===== src/rtl/mux_scan_ctrl_pkg.sv =====
// Shared definitions for the mux scan controller.
//   - N_IN_DEFAULT : default number of mux inputs (mux16)
//   - state_e      : controller FSM states (IDLE -> SCAN -> HOLD -> IDLE)
//   - sel_in_range : window bound check done in full int width, so a
//                    SEL_W-bit select is compared against N_IN without truncation
package mux_scan_ctrl_pkg;

  localparam int N_IN_DEFAULT = 16;

  typedef enum logic [1:0] {
    ST_IDLE = 2'd0,
    ST_SCAN = 2'd1,
    ST_HOLD = 2'd2
  } state_e;

  function automatic logic sel_in_range(input int sel, input int n_in);
    return (sel < n_in);
  endfunction

endpackage


===== src/rtl/mux_scan_ctrl_sel_wrap_cnt.sv =====
// sel_wrap_cnt: loadable select counter that wraps at N_IN-1.
// Ports:
//   clk      in   rising-edge clock
//   rst      in   synchronous active-high reset (count and last -> 0)
//   load     in   load count from load_val and latch last_val as the end mark
//   load_val in   SEL_W  start channel
//   last_val in   SEL_W  end channel, latched with load
//   inc      in   advance count by one, wrapping N_IN-1 -> 0 (ignored when load)
//   cnt      out  SEL_W  current count (registered)
//   at_last  out  count equals the latched end mark
module sel_wrap_cnt
  import mux_scan_ctrl_pkg::*;
#(
  parameter int  N_IN  = N_IN_DEFAULT,
  localparam int SEL_W = $clog2(N_IN)
) (
  input  logic             clk,
  input  logic             rst,
  input  logic             load,
  input  logic [SEL_W-1:0] load_val,
  input  logic [SEL_W-1:0] last_val,
  input  logic             inc,
  output logic [SEL_W-1:0] cnt,
  output logic             at_last
);

  localparam logic [SEL_W-1:0] TOP = SEL_W'(N_IN - 1);

  logic [SEL_W-1:0] cnt_q, cnt_d;
  logic [SEL_W-1:0] last_q, last_d;

  always_comb begin
    cnt_d  = cnt_q;
    last_d = last_q;
    if (load) begin
      cnt_d  = load_val;
      last_d = last_val;
    end else if (inc) begin
      // N_IN need not be a power of two, so the wrap is explicit.
      cnt_d = (cnt_q == TOP) ? '0 : cnt_q + 1'b1;
    end
  end

  always_ff @(posedge clk) begin
    if (rst) begin
      cnt_q  <= '0;
      last_q <= '0;
    end else begin
      cnt_q  <= cnt_d;
      last_q <= last_d;
    end
  end

  assign cnt     = cnt_q;
  assign at_last = (cnt_q == last_q);

endmodule


===== src/rtl/mux_scan_ctrl.sv =====
// mux_scan_ctrl: sequencer driving the select of an N_IN:1 mux across a
// programmable channel window, sampling the mux output each cycle and
// offering the packed word on a valid/ready port.
// Ports:
//   clk         in   rising-edge clock
//   rst         in   synchronous active-high reset
//   start       in   request a scan (only honoured in IDLE)
//   first_sel   in   SEL_W  first channel of the window
//   last_sel    in   SEL_W  last channel of the window (may wrap below first)
//   s           out  SEL_W  registered select to the mux
//   mux_out     in   mux output, combinational from s
//   busy        out  high while scanning or holding a result
//   data        out  N_IN   captured word; bit i = mux_out sampled while s==i
//   data_valid  out  data offered and stable
//   data_ready  in   consumer accepts when data_valid && data_ready
//   done        out  one-cycle pulse after the word is accepted
//   err         out  one-cycle pulse when a start is rejected (channel >= N_IN)
module mux_scan_ctrl
  import mux_scan_ctrl_pkg::*;
#(
  parameter int  N_IN  = N_IN_DEFAULT,
  localparam int SEL_W = $clog2(N_IN)
) (
  input  logic             clk,
  input  logic             rst,
  input  logic             start,
  input  logic [SEL_W-1:0] first_sel,
  input  logic [SEL_W-1:0] last_sel,
  output logic [SEL_W-1:0] s,
  input  logic             mux_out,
  output logic             busy,
  output logic [N_IN-1:0]  data,
  output logic             data_valid,
  input  logic             data_ready,
  output logic             done,
  output logic             err
);

  state_e            state_q;
  logic [N_IN-1:0]   data_q;
  logic              busy_q;
  logic              data_valid_q;
  logic              done_q;
  logic              err_q;

  logic              window_ok;
  logic              cnt_load;
  logic              cnt_inc;
  logic              at_last;
  logic [SEL_W-1:0]  sel_cnt;

  assign window_ok = sel_in_range(int'(first_sel), N_IN) &&
                     sel_in_range(int'(last_sel), N_IN);

  // The counter owns s: it is loaded on an accepted start and advanced
  // every SCAN cycle except the one that samples the last channel, so s
  // stays on the last channel through HOLD and the following IDLE.
  assign cnt_load = (state_q == ST_IDLE) && start && window_ok;
  assign cnt_inc  = (state_q == ST_SCAN) && !at_last;

  sel_wrap_cnt #(
    .N_IN (N_IN)
  ) u_sel_cnt (
    .clk      (clk),
    .rst      (rst),
    .load     (cnt_load),
    .load_val (first_sel),
    .last_val (last_sel),
    .inc      (cnt_inc),
    .cnt      (sel_cnt),
    .at_last  (at_last)
  );

  always_ff @(posedge clk) begin
    if (rst) begin
      state_q      <= ST_IDLE;
      data_q       <= '0;
      busy_q       <= 1'b0;
      data_valid_q <= 1'b0;
      done_q       <= 1'b0;
      err_q        <= 1'b0;
    end else begin
      done_q <= 1'b0;
      err_q  <= 1'b0;
      case (state_q)
        ST_IDLE: begin
          if (start) begin
            if (window_ok) begin
              // Clearing here makes channels outside the window read 0.
              data_q  <= '0;
              busy_q  <= 1'b1;
              state_q <= ST_SCAN;
            end else begin
              err_q <= 1'b1;
            end
          end
        end
        ST_SCAN: begin
          for (int i = 0; i < N_IN; i++) begin
            if (sel_cnt == SEL_W'(i)) begin
              data_q[i] <= mux_out;
            end
          end
          if (at_last) begin
            data_valid_q <= 1'b1;
            state_q      <= ST_HOLD;
          end
        end
        ST_HOLD: begin
          if (data_ready) begin
            data_valid_q <= 1'b0;
            done_q       <= 1'b1;
            busy_q       <= 1'b0;
            state_q      <= ST_IDLE;
          end
        end
        default: begin
          state_q <= ST_IDLE;
        end
      endcase
    end
  end

  assign s          = sel_cnt;
  assign busy       = busy_q;
  assign data       = data_q;
  assign data_valid = data_valid_q;
  assign done       = done_q;
  assign err        = err_q;

endmodule

===== config.mk =====
export PLATFORM = sky130hd
export DESIGN_NAME = mux_scan_ctrl
export DESIGN_NICKNAME = d
export VERILOG_FILES = /design/src/rtl/mux_scan_ctrl_pkg.sv /design/src/rtl/mux_scan_ctrl_sel_wrap_cnt.sv /design/src/rtl/mux_scan_ctrl.sv
export SDC_FILE = /design/constraint.sdc
export NUM_CORES = 1
export LEC_CHECK = 0
export CORE_UTILIZATION = 48
export DETAILED_ROUTE_END_ITERATION = 8
export PLACE_DENSITY = 0.79
export SLEW_MARGIN = 20
export SYNTH_ARGS = -nofsm -noshare
export SYNTH_HDL_FRONTEND = slang
export SYNTH_HIERARCHICAL = 1
export SYNTH_SLANG_ARGS = --single-unit
export TNS_END_PERCENT = 5

===== constraint.sdc =====
create_clock -name clk -period 2.25 [get_ports clk]
set_input_delay 0.3375 -clock clk [delete_from_list [all_inputs] [get_ports clk]]
set_output_delay 0.3375 -clock clk [all_outputs]
set_load 0.02 [all_outputs]

==> metrics.yaml, run 1 <==
run_status:
  outcome: "finished with violations"
  violations: "design-rule violations"
logic_synthesis:
  syn_avg_cell_area_um2: 9.17
  ys_async_sr_fraction: 0
  synth_flop_cell: "dfxtp_1"
  netlist_area_mm2: 0.00144
  ys_seq_area_frac: 0.403
  syn-num-nets: 171
  syn_inst: 157
  synth_edf_count: 0
  yosys_warnings: 6
  ys_types: 39
  yosys_register_bits: 29
critical_path:
  max_stage_delay_ps: 710
  worstReg2RegEnd: "u_sel_cnt/cnt[1]"
  path_max_fanout: 13
  cp_data_arrival_time_ps: 1620
  path_class: "flip-flop to output port"
  r2r_cells: 6
  path_buf_inv: 1
  r2r-start: "u_sel_cnt/cnt[2]"
  startpoint_type: "flip-flop"
  crit_path_top_delay_cell: "clkdlybuf4s50_1"
  crit_required_ps: 1910
  ff2ff_setup_slack_ps: 360
  crit_family: "buffers and inverters"
  critPathCaptureType: "output port"
  cp_cell_sequence: "clkdlybuf4s50_1"
global_route:
  grt_util_met3: 0.0783
  globalRouteTotalUtil: 0.228
  grt_use_met1: 0.290
  grt-ovfl-total: 0
  grt_antenna_before_repair: 0
  grt_pass1_wl_mm: 5.57
  grt_max_degree: 20
  busiest_layer: "met2"
  grt_use_met2: 0.361
  first_global_vias: 1164
hold_path:
  hold_depth: 1
  hold_path_end: "data[10]"
  min_path_type: "flip-flop to flip-flop"
  min-delay-start: "data[10]"
pwr:
  power_density_mw_per_mm2: 692
  vdd_drop_max_mv: 0.471
  p_leak_nw: 0.695
floorplanning:
  core_area_mm2: 0.00281
  start_util: 0.513
  die_x_um: 56.8
  dieArea_mm2: 0.00322
  fp.dieH_um: 56.8
  boundaryPins: 37
  rows: 19
timing:
  setup_tns_ps: 0
  relSlewSlack: 0.584
  fin_skew_ps: 10.3
  finalMaxSlewViolations: 0
  period_minus_slack_ps: 1960
  worst_pin_slew_ps: 624
  hold_viol: 0
  rsz0062_at_grt: "false"
  finalSetupViolations: 0
  fin_crit_sh: 0.869
  fmax_ghz: 0.511
placed_design:
  routabilityCongestion: 0.861
  dp_hpwl_mm: 2.40
  numPlacedInstances: 220
  io_buffers: 35
clock_network:
  ctsResizeCount: 0
  clkSlewWorstSetupHoldPaths_ps: 90
  cts_tree: "done"
  cts.path.max_buffers: 2
  cts_max_level: 2
  numCtsBuffers: 5
  insertion_delay_ps: 320
  cts.sinks: 29
  cts_hold_buf: 0
  post_cts_buffers: 0
  cts-root-buf: "clkbuf_4"
layout:
  area_growth_pct: 32.2
  finalNonFillerCells: 228
  n_antenna_cell: 0
  drive_gt1_frac: 0.178
  nets: 210
  final_cell_mix: "clkdlybuf4s50_1 (35), dfxtp_1 (29), nand2_1 (17)"
  mostFrequentLayoutCell: "clkdlybuf4s50_1"
detailed_routing:
  vias: 1294
  antenna_left: 0
  wl_per_cell_um: 14.5
  via_per_inst: 5.68
  drt_iter0_markers: 62
  routed_wl_mm: 3.30
  dr.pass1.iters: 6
  drcViolationCount: 8
flow_run:
  cap_viol_max_count: 0
## state kept, by name, indices dropped and copies added, names as in the netlist
register / flops
data: 16
state_q: 2
u_sel_cnt/cnt: 4
busy: 1
u_sel_cnt/last_q: 4
done: 1
data_valid: 1
## routing by layer
| layer | vias up | part of all wire |
|---|---|---|
| li1 | 647 | - |
| met1 | 605 | 0.45 |
| met2 | 40 | 0.49 |
| met3 | 2 | 0.059 |
| met4 | 0 | 0.0046 |
| met5 | - | 0 |
## metrics by stage
step           hold WS (ps)  setup WS, ps  cell area (µm²)   util  power (mW)
2_1_floorplan           407           271             1440      -       0.780
3_3_place_gp            458           239             1810  0.647       0.875
3_5_place_dp            463          96.2             1810  0.647       0.883
4_1_cts                 483          86.5             1900  0.677        1.33
5_1_grt                 513           207             1900  0.679        1.40
6_report                476           294             1900  0.679        1.32
## cell type report
class                           count  area (µm²)
Multi-Input combinational cell    115         786
Timing Repair Buffer               42         403
Sequential cell                    29         581
Inverter                            3        11.3
Clock buffer                        7        55.1
Fill cell                         225         901
Clock inverter                      1        30.0
Tap cell                           31        38.8
## kinds of logic after synthesis
kind of cell    synth area share
flops                      0.403
buf+inv                   0.0547
compound gates             0.149
xor+xnor                  0.0365
fa+ha+maj                0.00869
simple gates               0.310
other cells              0.00260
mux                       0.0356
## synth_stat cells (3+ instances only)
cell type,count,share of area
a31o_2,10,0.061
buf_2,4,0.014
nand3_1,6,0.021
nor4_1,4,0.017
a31o_1,6,0.036
nor3b_1,4,0.021
nor2b_1,3,0.013
nor2_1,11,0.029
nand4bb_1,3,0.023
nand2b_1,3,0.013
nand2_1,17,0.044
nor3_1,12,0.042
mux2i_1,4,0.028
a21oi_1,6,0.021
xor2_1,6,0.036
dfxtp_1,29,0.40
## worst max-delay path by stage
stage                           startpoint                to  slack [ps]  depth (start not counted)
after floorplan           u_sel_cnt/cnt[2]  u_sel_cnt/cnt[1]         270                          6
after global placement    u_sel_cnt/cnt[2]  u_sel_cnt/cnt[1]         240                          6
after detailed placement  u_sel_cnt/cnt[2]  u_sel_cnt/cnt[2]         100                          6
after CTS                 u_sel_cnt/cnt[2]  u_sel_cnt/cnt[2]          90                          6
after global routing      u_sel_cnt/cnt[2]              s[2]         210                          1
final                     u_sel_cnt/cnt[2]              s[2]         290                          1
## where the power goes
part	internal [mW]	leakage, nW	switching (mW)	total, mW
combinational	0.139	0.413	0.165	0.304
clock	0.265	0.0455	0.177	0.442
sequential	0.539	0.236	0.0327	0.572
total	0.943	0.695	0.375	1.32
Power figures use the tool's default switching activity.
==> inputs of run 2 (changes only) <==
--- a/config.mk
+++ b/config.mk
@@ -7,7 +7,9 @@
 export LEC_CHECK = 0
 export CORE_UTILIZATION = 48
 export DETAILED_ROUTE_END_ITERATION = 8
-export PLACE_DENSITY = 0.79
+export GPL_TIMING_DRIVEN = 1
+export PLACE_DENSITY_LB_ADDON = 0.1
+export REMOVE_ABC_BUFFERS = 1
 export SLEW_MARGIN = 20
 export SYNTH_ARGS = -nofsm -noshare
 export SYNTH_HDL_FRONTEND = slang
==> run 2 against run 1 <==
Net effect: the run still ends with design-rule violations left; flip-flop and latch count unchanged; die area did not move; largest cell class unchanged; wire length grew 0.33%; largest power group unchanged; maximum frequency is 3.7% lower; critical path depth grew 5; non-clock buffer count up 3.
==> metrics.yaml, run 2 (synthesis gave the netlist of run 1 again) <==
global_route:
  grt-ovfl-total: 0  # unchanged
  busiest_layer: "met2"
  grt_use_met2: 0.378  # +0.0170
  grt_antenna_before_repair: 0  # unchanged
  grt_util_met3: 0.0737  # -0.00461
  grt_use_met1: 0.272  # -0.0175
  first_global_vias: 1261  # +8.3%
  grt_max_degree: 20  # unchanged
  globalRouteTotalUtil: 0.231  # +0.00279
  grt_pass1_wl_mm: 5.60  # +0.48%
run_status:
  violations: "design-rule violations"
  outcome: "finished with violations"
critical_path:
  cp_cell_sequence: "xor2_1 > nor4_1 > nor3b_1 > mux2_1 > nand2_1 > a21oi_2"
  crit_path_top_delay_cell: "dfxtp_1"
  crit_required_ps: 2490  # +580 ps
  cp_data_arrival_time_ps: 2270  # +650 ps
  path_class: "flip-flop to flip-flop"
  max_stage_delay_ps: 600  # -110 ps
  path_max_fanout: 13  # unchanged
  crit_family: "simple AND/OR/NAND/NOR gates"
  startpoint_type: "flip-flop"
  path_buf_inv: 0  # -1
  critPathCaptureType: "flip-flop"
clock_network:
  numCtsBuffers: 5  # unchanged
  cts.path.max_buffers: 2  # unchanged
  cts_max_level: 2  # unchanged
  clkSlewWorstSetupHoldPaths_ps: 100  # about the same
  cts-root-buf: "clkbuf_4"
  ctsResizeCount: 0  # unchanged
  cts_tree: "done"
  cts.sinks: 29  # unchanged
  insertion_delay_ps: 330  # about the same
  post_cts_buffers: 0  # unchanged
  cts_hold_buf: 0  # unchanged
hold_path:
  min_path_type: "flip-flop to flip-flop"
layout:
  nets: 213  # +1.4%
  largest_register_ffs: 16  # unchanged
  final_cell_mix: "clkdlybuf4s50_1 (35), dfxtp_1 (29), nand2_1 (17)"
  regArea_um2: 581  # unchanged
  mostFrequentLayoutCell: "clkdlybuf4s50_1"
  n_antenna_cell: 0  # unchanged
  drive_gt1_frac: 0.185  # +0.00734
  area_growth_pct: 33.4
  finalNonFillerCells: 231  # +1.3%
  multi_input_area_um2: 781  # -0.64%
  nFillCells: 240  # +6.7%
  utilization: 0.685  # +0.00625
timing:
  relSlewSlack: 0.599  # +0.0155
  fmax_ghz: 0.492  # -3.7%
  fin_skew_ps: 10.4  # +0.0885 ps
  period_minus_slack_ps: 2030  # +75.1 ps
  rsz0062_at_grt: "false"
  worst_pin_slew_ps: 600  # -23.8 ps
  hold_viol: 0  # unchanged
  fin_crit_sh: 0.903  # +0.0334
  finalSetupViolations: 0  # unchanged
  finalMaxSlewViolations: 0  # unchanged
  setup_tns_ps: 0  # unchanged
detailed_routing:
  dr.pass1.iters: 6  # unchanged
  drcViolationCount: 3  # -5
  wl_per_cell_um: 14.3  # -0.97%
  drt_iter0_markers: 35  # -44%
  vias: 1322  # +2.2%
  routed_wl_mm: 3.31  # +0.33%
  via_per_inst: 5.72  # +0.84%
  antenna_left: 0  # unchanged
placed_design:
  numPlacedInstances: 223  # +1.4%
  routabilityCongestion: 0.901  # +4.6%
  dp_hpwl_mm: 2.45  # +2.1%
  io_buffers: 35  # unchanged
floorplanning:
  core_area_mm2: 0.00281  # unchanged
  boundaryPins: 37  # unchanged
  rows: 19  # unchanged
  start_util: 0.513  # unchanged
  fp.dieH_um: 56.8  # unchanged
  dieArea_mm2: 0.00322  # unchanged
  die_x_um: 56.8  # unchanged
pwr:
  power_density_mw_per_mm2: 690  # -0.29%
  vdd_drop_max_mv: 0.465  # -1.3%
  p_leak_nw: 0.707  # +1.8%
flow_run:
  cap_viol_max_count: 0  # unchanged
[run 2: cell types whose count changed in the layout (fill, tap and decap cells not counted), sizes merged]
cell | before | now
buf | 7 | 10
[run 2: report_power, final]
group / internal (mW) / switching, mW
sequential: 0.539 / 0.0270
combinational: 0.141 / 0.174
clock: 0.265 / 0.180
total: 0.945 / 0.381
[run 2: worst register-to-register path, stage by stage (launching register included)]
cell	delay [ps]
dfxtp_1	600
xor2_1	210
nor4_1	90
nor3b_1	510
mux2_1	380
nand2_1	90
a21oi_2	50
[run 2: area by class of cell]
| class | count | area share |
|---|---|---|
| multi-input cells | 115 | 0.406 |
| flip-flops and latches | 29 | 0.302 |
| inverters | 3 | 0.00586 |
| well taps | 31 | 0.0202 |
| repair buffers | 45 | 0.221 |
| clock buffers | 7 | 0.0286 |
| clock inverters | 1 | 0.0156 |
[run 2: worst paths after layout]
path | end | slack (ps) | cells past startpoint | startpoint
max | u_sel_cnt/cnt[1] | 220 | 6 | u_sel_cnt/cnt[3]
min | data[10] | 480 | 1 | data[10]
max reg2reg | u_sel_cnt/cnt[1] | 220 | 6 | u_sel_cnt/cnt[3]
min reg2reg | data[10] | 480 | 1 | data[10]
[run 2: metal layers]
layer / share of wire / vias to the layer above
li1: - / 662
met1: 0.41 / 621
met2: 0.52 / 30
met3: 0.044 / 9
met4: 0.019 / 0
met5: 0 / -
[run 2: metrics by stage]
stage	worst slack, ps	power (mW)	hold WS (ps)	cell area [µm²]
after floorplan	160	0.759	400	1370
after global placement	382	0.883	458	1840
after detailed placement	299	0.892	462	1840
after CTS	281	1.34	482	1920
after global routing	152	1.39	509	1920
final	219	1.33	475	1920
==> inputs of run 3 (changes only) <==
--- a/config.mk
+++ b/config.mk
@@ -7,6 +7,7 @@
 export LEC_CHECK = 0
 export CORE_UTILIZATION = 48
 export DETAILED_ROUTE_END_ITERATION = 8
+export GPL_ROUTABILITY_DRIVEN = 1
 export GPL_TIMING_DRIVEN = 1
 export PLACE_DENSITY_LB_ADDON = 0.1
 export REMOVE_ABC_BUFFERS = 1
==> results of run 3 <==
The final DEF is identical to that of run 2; final timing and power are the same.
